[src/rtl/lutram_fifo_pkg.sv]
// Shared constants and helpers for the LUT-RAM FIFO slice.
package lutram_fifo_pkg;

  // Default RAM depth exponent (32 entries).
  localparam int FIFO_DEPTH_LOG2 = 5;

  // Occupancy counters need one extra bit: RAM entries plus the output register.
  function automatic int level_w(input int depth_log2);
    return depth_log2 + 1;
  endfunction

endpackage

[src/rtl/lutram_fifo_sdp.sv]
// Simple-dual-port distributed RAM: posedge write, asynchronous read, no reset.
module lutram_sdp
  import lutram_fifo_pkg::*;
#(
  parameter int DATA_W = 16,
  parameter int ADDR_W = FIFO_DEPTH_LOG2
) (
  input  logic              CLK,
  input  logic              WE,
  input  logic [ADDR_W-1:0] WADDR,
  input  logic [DATA_W-1:0] DI,
  input  logic [ADDR_W-1:0] RADDR,
  output logic [DATA_W-1:0] DO
);

  logic [DATA_W-1:0] mem [2**ADDR_W];

  // Write port: storage only, so no reset is applied.
  always_ff @(posedge CLK) begin
    if (WE) begin
      mem[WADDR] <= DI;
    end
  end

  assign DO = mem[RADDR];

endmodule

[src/rtl/lutram_fifo.sv]
// First-word-fall-through FIFO: distributed RAM behind a registered output word.
module lutram_fifo
  import lutram_fifo_pkg::*;
#(
  parameter int DATA_W     = 16,
  parameter int DEPTH_LOG2 = FIFO_DEPTH_LOG2
) (
  input  logic                              CLK,
  input  logic                              RST,
  input  logic                              S_VALID,
  output logic                              S_READY,
  input  logic [DATA_W-1:0]                 S_DATA,
  output logic                              M_VALID,
  input  logic                              M_READY,
  output logic [DATA_W-1:0]                 M_DATA,
  output logic [level_w(DEPTH_LOG2)-1:0]    LEVEL
);

  localparam int CW = level_w(DEPTH_LOG2);
  localparam logic [CW-1:0] RAM_FULL = CW'(2**DEPTH_LOG2);

  logic [DEPTH_LOG2-1:0] wr_ptr;
  logic [DEPTH_LOG2-1:0] rd_ptr;
  logic [CW-1:0]         ram_cnt;
  logic [CW-1:0]         ram_cnt_nxt;
  logic [DATA_W-1:0]     ram_rd_data;

  logic push;
  logic pop;
  logic load;
  logic ram_empty;
  logic bypass;
  logic refill;
  logic ram_we;

  // Handshake decode: the output word is reloaded whenever it is empty or being taken.
  always_comb begin
    push        = S_VALID & S_READY;
    pop         = M_VALID & M_READY;
    load        = ~M_VALID | M_READY;
    ram_empty   = (ram_cnt == '0);
    bypass      = load & ram_empty & push;
    refill      = load & ~ram_empty;
    ram_we      = push & ~bypass;
    ram_cnt_nxt = ram_cnt + CW'(ram_we) - CW'(refill);
  end

  lutram_sdp #(
    .DATA_W (DATA_W),
    .ADDR_W (DEPTH_LOG2)
  ) u_ram (
    .CLK   (CLK),
    .WE    (ram_we),
    .WADDR (wr_ptr),
    .DI    (S_DATA),
    .RADDR (rd_ptr),
    .DO    (ram_rd_data)
  );

  // Control state: pointers wrap naturally; S_READY looks one cycle ahead at RAM occupancy.
  always_ff @(posedge CLK or posedge RST) begin
    if (RST) begin
      wr_ptr  <= '0;
      rd_ptr  <= '0;
      ram_cnt <= '0;
      M_VALID <= 1'b0;
      LEVEL   <= '0;
      S_READY <= 1'b0;
    end else begin
      if (ram_we) begin
        wr_ptr <= wr_ptr + DEPTH_LOG2'(1);
      end
      if (refill) begin
        rd_ptr <= rd_ptr + DEPTH_LOG2'(1);
      end
      if (load) begin
        M_VALID <= refill | push;
      end
      ram_cnt <= ram_cnt_nxt;
      LEVEL   <= LEVEL + CW'(push) - CW'(pop);
      S_READY <= (ram_cnt_nxt != RAM_FULL);
    end
  end

  // Output word: RAM head on refill, producer data directly on bypass, otherwise held.
  always_ff @(posedge CLK or posedge RST) begin
    if (RST) begin
      M_DATA <= '0;
    end else if (refill) begin
      M_DATA <= ram_rd_data;
    end else if (bypass) begin
      M_DATA <= S_DATA;
    end
  end

endmodule
[config.mk]
export PLATFORM = sky130hd
export DESIGN_NAME = lutram_fifo
export DESIGN_NICKNAME = d
export VERILOG_FILES = /design/src/rtl/lutram_fifo_pkg.sv /design/src/rtl/lutram_fifo_sdp.sv /design/src/rtl/lutram_fifo.sv
export SDC_FILE = /design/constraint.sdc
export NUM_CORES = 1
export LEC_CHECK = 0
export CORE_MARGIN = 2
export CORE_UTILIZATION = 62
export CTS_BUF_LIST = sky130_fd_sc_hd__clkbuf_16
export DETAILED_ROUTE_END_ITERATION = 10
export PLACE_DENSITY = 0.79
export SLEW_MARGIN = 20
export SYNTH_ARGS = -nofsm -noshare
export SYNTH_HDL_FRONTEND = slang
export SYNTH_HIERARCHICAL = 1
export SYNTH_SLANG_ARGS = --single-unit
[constraint.sdc]
create_clock -name CLK -period 3.8 [get_ports CLK]
set_input_delay 0.57 -clock CLK [delete_from_list [all_inputs] [get_ports CLK]]
set_output_delay 0.57 -clock CLK [all_outputs]
set_load 0.02 [all_outputs]
==> impl_results.md, run 1 <==
- # fillers: 2149
- Yosys warnings: 6
- Cell family with most CP delay: adder cells
- Largest net degree at the start of global routing: 81
- Setup TNS: 0 ns
- CTS Hold Bufs: 0
- Pint: 12.5 mW
- Post CTS Setup Buffer Count: 0
- Comb pwr share: 33.9%
- H-tree depth: 2
- TritonCTS Sinks: 552
- Max FO, Critical Path: 21
- Vias: 12238
- Hold Vio Cnt, Final: 0
- Setup ws final: 0.646 ns
- Async set or reset register ratio after synthesis: 7.25%
- DRC viols: 0
- Seq cells post-synth: 552
- Synth top area share: 69.1%
- Layout area overhead: 12.1%
- Pins Over Slew Limit: 0
- CP Data Arrival Time: 3.57 ns
- First-pass GRT wire length: 74.3 mm
- Power Density: 756 nW/um^2
- Max frequency: 317 MHz
- Crit path top cell by count: inv_1
- Net Switching: 6.37 mW
- Post-synth EDFFs: 512
- Multi-input gate area: 5250 um^2
- WL per Instance: 25.7 um
- Sequential Area: 16400 um^2
- CP Buf/Inv Count: 4
- Routed wire length: 49.4 mm
- Nets@finish: 1461
- I/O Buffers: 43
- Synthesized cell area: 22300 um^2
- Worst hold path type: input port to asynchronous set/reset pin
- Root Driver: clkbuf_16
- HPWL after detailed placement: 29.9 mm
- Register share of total power: 40.7%
- GP Congestion: 0.860
- Clk buf depth: 3
- # IOs: 44
- Num CTS Buffers: 52
- Top post-synthesis cells by count: edfxtp_1 (512), mux2i_1 (256), a22oi_1 (64), a21oi_1 (52), nor2_1 (52)
- Post-CTS resize count: 0
- Mapped Cells: 1321
- Sw frac: 33.7%
- Initial antenna violation count: 0
- CP max-delay cell: fa_1
- Max-cap viol count: 0
- Die Span X: 193 um
- Initial core utilization: 62.7%
- Syn avg cell area: 16.9 um^2
- Clk_lat worst skew: 0.57 ns
- Row cnt: 69
- Leakage power: 8.96 nW
- Post-DR vias/cell: 6.37
- Sequential cell area fraction in the yosys report: 73.6%
- Status: completed
- Clock network fraction of total power: 25.4%
- Type of origin of the critical path: register
- Largest area contributor in the netlist: edfxtp_1
- Area of the die: 37400 um^2
- Crit Path Class: register to register
- VDD IR-drop max: 0.533 mV
- Syn nets: 1359
- Crit path cell chain: inv_1 -> ha_1 -> and4bb_4 -> a21oi_4 -> inv_1 -> ha_1 -> inv_1 -> ha_1 -> inv_1 -> fa_1 -> nand2b_1 -> a21oi_1 -> xnor2_1 -> nand4bb_1
- Worst-path clk slew: 0.06 ns
- Primary FF master, synth: edfxtp_1
- Grt total ovfl: 0
- Die height: 193 um
- Top cells by area, synth: edfxtp_1 (69%), mux2i_1 (12%), dfrtp_1 (4.5%)
- Top-count cell post-synth: edfxtp_1
- Initial DRT Pass Iterations: 5
- Fraction of layout cells with a size suffix above 1: 11.0%
- GRT Total Usage: 26.4%
- Core ar.: 35500 um^2
- Dpl ws: 0.423 ns
- Rel. slew slack: 25.7%
- Fin crit period: 3.15 ns
- Unrepaired setup endpoints after global routing: no
- Final worst-path cycle share: 83.0%
- CTS tree: yes
- DRT iter0 DRCs: 1459
- Final setup fails: 0
- Crit path capture type: register
- Worst slew pin tran: 1.11 ns
- Final Skew: 0.0287 ns
- Remaining antenna violation count: 0
- Critical Path RT: 4.22 ns
- Synth cell types: 44
- Max incr delay on CP: 0.39 ns
- Vias in the first global route: 12182
## sequential cells by signal (all words and copies together), names as in the netlist
register,flops
ram_cnt,6
S_READY,1
M_VALID,1
M_DATA,16
u_ram/mem,512
wr_ptr,5
rd_ptr,5
LEVEL,6
## final timing paths
path	end	start	cells after the start	slack (ns)
worst min register to register	LEVEL[0]	LEVEL[0]	1	0.53
max in group asynchronous	M_DATA[11]	RST	3	2.55
worst min-delay path	rd_ptr[3]	RST	2	0.47
min in group CLK	LEVEL[0]	LEVEL[0]	1	0.53
worst max register to register	S_READY	ram_cnt[2]	14	0.65
worst max-delay path	S_READY	ram_cnt[2]	14	0.65
## placed cells by master (no fill, tap or decap), types with 6 or more instances in the layout
| master | count |
|---|---|
| xnor2_1 | 12 |
| o22ai_1 | 16 |
| mux2i_1 | 256 |
| clkinv_2 | 6 |
| a31oi_1 | 16 |
| buf_4 | 69 |
| nand2_1 | 40 |
| a22o_1 | 32 |
| a21oi_1 | 52 |
| clkinv_1 | 18 |
| inv_1 | 30 |
| ha_1 | 16 |
| edfxtp_1 | 512 |
| buf_12 | 9 |
| nor2_1 | 52 |
| dfrtp_1 | 39 |
| nor3_1 | 17 |
| nand4_1 | 20 |
| clkbuf_16 | 53 |
| nand3_1 | 36 |
| a22oi_1 | 64 |
| clkdlybuf4s50_1 | 40 |
## final cells by class
| type | instances | share of cell area, % |
|---|---|---|
| sequential | 552 | 65.6 |
| multi-input combinational | 675 | 21.0 |
| clock buffer | 53 | 5.31 |
| timing repair buffer | 121 | 4.46 |
| tap | 461 | 2.31 |
| clock inverter | 38 | 0.947 |
| inverter | 21 | 0.316 |
| antenna | 1 | 0.0100 |
## metal layers
layer	vias up	GRT usage [%]	routed length, um
met5	-	0	0
met4	0	9.33	1730
met3	93	4.79	4220
li1	5387	-	-
met1	6179	38.0	20300
met2	579	41.3	23200
## power groups by stage
stage | sequential (mW) | combinational, mW | clock, mW
6_report | 7.69 | 6.40 | 4.79
5_1_grt | 7.73 | 6.77 | 5.08
4_1_cts | 7.68 | 6.33 | 4.85
3_5_place_dp | 7.80 | 6.24 | 0
3_3_place_gp | 7.77 | 6.11 | 0
2_1_floorplan | 7.76 | 4.43 | 0
## worst reg2reg max path, delay by kind of cell, from the launching register on
family                     cells  cell delay, ns
xor gates and xnor gates       1            0.13
buffers and inverters          4            0.29
adders and majority gates      4            1.05
and+or+nand+nor                3            0.69
AOI/OAI and AO/OA              2            0.49
DFF                            1            0.36
## cell families after synthesis
family | Yosys count | synth area share [%]
adder cells (fa/ha/maj) | 18 | 1.08
AND/OR/NAND/NOR | 196 | 4.40
flip-flops | 552 | 73.6
multiplexers | 258 | 11.6
AO/OA/AOI/OAI | 187 | 5.77
buffers and inverters | 94 | 2.95
XOR/XNOR | 16 | 0.629
## stage by stage
stage | power (mW) | std cells | hold WS, ns | instance area (um^2) | utilization (%)
2_1_floorplan | 12.2 | 1321 | 0.447 | 22300 | -
3_3_place_gp | 13.9 | 1830 | 0.500 | 23400 | 66.0
3_5_place_dp | 14.0 | 1830 | 0.521 | 23400 | 66.0
4_1_cts | 18.9 | 1921 | 0.473 | 25000 | 70.4
5_1_grt | 19.6 | 1921 | 0.529 | 25000 | 70.3
6_report | 18.9 | 1922 | 0.466 | 25000 | 70.3
Note: power is estimated with default switching activity, not from simulation.
==> run 2, diff against run 1 <==
Settings changed: CORE_UTILIZATION 62 to 56, PLACE_DENSITY 0.79 to 0.76.
Clock period 3.8 ns to 2.55 ns, I/O delays scaled along.
==> run 2 against run 1 <==
Net effect: die area up 10%; utilization shrank 5.0 points; critical path depth stayed put; highest routed layer unchanged; combinational power increased by 59%; wire length increased by 0.99%; global-route usage shrank 2.0 points; the run now ends with setup timing left; first-iteration DRC count grew 0.41%; sequential share of layout area decreased by 2.1 points; setup slack worse by 0.67 ns.
==> impl_results.md, run 2 (synthesis results as in run 1) <==
- Status: finished, violations left
- Failing checks: setup timing
- DRC viols: 0 (unchanged)
- Crit path cell chain: inv_1 -> ha_2 -> and4bb_4 -> a21oi_4 -> inv_2 -> ha_4 -> inv_2 -> ha_4 -> inv_2 -> fa_2 -> nand2b_4 -> a21oi_2 -> xnor2_1 -> nand4bb_1
- Hold Vio Cnt, Final: 0 (unchanged)
- Comb pwr share: 35.2% (+1.3 points)
- Biggest regs: u_ram/mem (512), M_DATA (16)
- Worst hold path type: input port to asynchronous set/reset pin
- Vias in the first global route: 12397 (+1.8%)
- Max frequency: 389 MHz (+23%)
- Non-filler cells, final: 2039 (+6.1%)
- Vias: 12366 (+1.0%)
- Multi-input gate area: 5310 um^2 (+1.3%)
- Routed wire length: 49.9 mm (+0.99%)
- Type of origin of the critical path: register
- Max incr delay on CP: 0.39 ns (about the same)
- Leakage power: 9.32 nW (+4.0%)
- Core ar.: 39500 um^2 (+11%)
- Reg2reg path depth: 14 (unchanged)
- R2R Setup Slk: -0.02 ns (-0.67 ns)
- Die Span X: 203 um (+5.1%)
- # fillers: 2631 (+22%)
- Fraction of layout cells with a size suffix above 1: 15.4% (+4.4 points)
- RR Startpoint: ram_cnt[4]
- Final worst-path cycle share: 101% (+18 points)
- Rel. slew slack: 40.5% (+15 points)
- Largest net degree at the start of global routing: 87 (+7.4%)
- Commonest non-fill, non-tap cell in the layout: edfxtp_1
- H-tree depth: 2 (unchanged)
- Critical Path RT: 3.00 ns (-1.22 ns)
- Clk_lat worst skew: 0.60 ns (+0.03 ns)
- Pins Over Slew Limit: 0 (unchanged)
- CP max-delay cell: fa_2
- CP Data Arrival Time: 3.02 ns (-0.55 ns)
- Nets@finish: 1507 (+3.1%)
- DP Cell Count: 1935 (+5.7%)
- Grt total ovfl: 0 (unchanged)
- # IOs: 44 (unchanged)
- Layout area overhead: 15.8%
- Sequential Area: 16400 um^2 (unchanged)
- TritonCTS Sinks: 552 (unchanged)
- Initial DRT Pass Iterations: 7 (+2)
- Fin crit period: 2.57 ns (-0.583 ns)
- Clock network fraction of total power: 25.7% (+0.3 points)
- GP Congestion: 0.848 (-1.4%)
- CTS Hold Bufs: 0 (unchanged)
- Cell family with most CP delay: adder cells
- Launch point of the critical path: ram_cnt[4]
- CTS tree: yes
- GRT Total Usage: 24.4% (-2.0 points)
- Sw frac: 33.4% (-0.31 points)
- Initial core utilization: 56.4% (-6.3 points)
- Remaining antenna violation count: 0 (unchanged)
- Max-cap viol count: 0 (unchanged)
- WL per Instance: 24.5 um (-4.8%)
- I/O Buffers: 43 (unchanged)
- Setup ws final: -0.0214 ns (-0.667 ns)
- Pint: 19.3 mW (+54%)
- Worst slew pin tran: 0.890 ns (-0.221 ns)
- Die height: 203 um (+5.1%)
- Root Driver: clkbuf_16
- First-pass GRT wire length: 75.2 mm (+1.1%)
- Initial antenna violation count: 0 (unchanged)
- Area of the die: 41400 um^2 (+10%)
- Largest Register: u_ram/mem
- Worst R2R End: S_READY
- Final Skew: 0.0235 ns (-0.00523 ns)
- Clk buf depth: 3 (unchanged)
- Max FO, Critical Path: 3 (-86%)
- Net Switching: 9.68 mW (+52%)
- Power Density: 1120 nW/um^2 (+49%)
- Max reg flops: 512 (unchanged)
- HPWL after detailed placement: 31.0 mm (+3.9%)
- Worst-path clk slew: 0.06 ns (about the same)
- Ant. Diodes: 0 (-1)
- Num CTS Buffers: 53 (+1.9%)
- Final setup fails: 1 (+1)
- Total Power: 29.0 mW (+53%)
- DRT iter0 DRCs: 1465 (+0.41%)
- Dpl ws: -0.326 ns (-0.749 ns)
- Setup TNS: -0.0214 ns (-0.0214 ns)
- Unrepaired setup endpoints after global routing: yes
- VDD IR-drop max: 0.632 mV (+19%)
- Crit Path Class: register to register
- CP Buf/Inv Count: 4 (unchanged)
- Crit path top cell by count: inv_2
- Crit path capture type: register
- Post-DR vias/cell: 6.06 (-4.8%)
- Row cnt: 73 (+5.8%)
- Most frequent cells in the layout: edfxtp_1 (512), mux2i_1 (256), buf_4 (95)
- Register share of total power: 39.1% (-1.6 points)
-- run 2: power groups by stage --
| stage | Clock [mW] | Sequential (mW) | Combinational [mW] |
|---|---|---|---|
| after floorplan | 0 | 11.6 | 6.66 |
| after global placement | 0 | 11.5 | 9.69 |
| after detailed placement | 0 | 11.5 | 9.95 |
| after CTS | 7.53 | 11.3 | 10.1 |
| after global routing | 7.90 | 11.4 | 10.8 |
| final | 7.44 | 11.3 | 10.2 |
-- run 2: metal layers --
layer / up-vias / GRT usage [%] / part of all wire, %
met4: 0 / 10.1 / 3.7
met2: 489 / 38.3 / 47
met1: 6303 / 34.5 / 42
li1: 5476 / - / -
met3: 98 / 4.06 / 7.2
met5: - / 0 / 0
-- run 2: worst max path at each step --
stage	end	slack, ns	cells after the start
global placement	S_READY	-0.30	13
global route	S_READY	-0.11	14
detailed placement	S_READY	-0.33	13
finish	S_READY	-0.02	14
floorplan	S_READY	-0.14	15
CTS	S_READY	-0.10	14
-- run 2: what timing repair did --
item | in CTS | in global routing
pin swaps | 2 | 5
setup buffers | 1 | 3
gates resized for setup | 2 | 6
endpoints found under the setup margin | 1 | 20
-- run 2: per-stage QoR --
stage	hold WS, ns	cell area, um^2	utilization (%)
3_3_place_gp	0.507	24100	61.0
4_1_cts	0.172	25700	65.2
6_report	0.170	25800	65.4
5_1_grt	0.212	25800	65.4
2_1_floorplan	0.447	22300	-
3_5_place_dp	0.522	24100	61.0
-- run 2: area by class of cell --
cell class                 count  share of cell area [%]
multi-input combinational    675                    20.6
clock buffer                  55                    5.34
sequential                   552                    63.5
clock inverter                45                    1.09
inverter                      21                   0.306
tap                          525                    2.55
timing repair buffer         166                    6.61
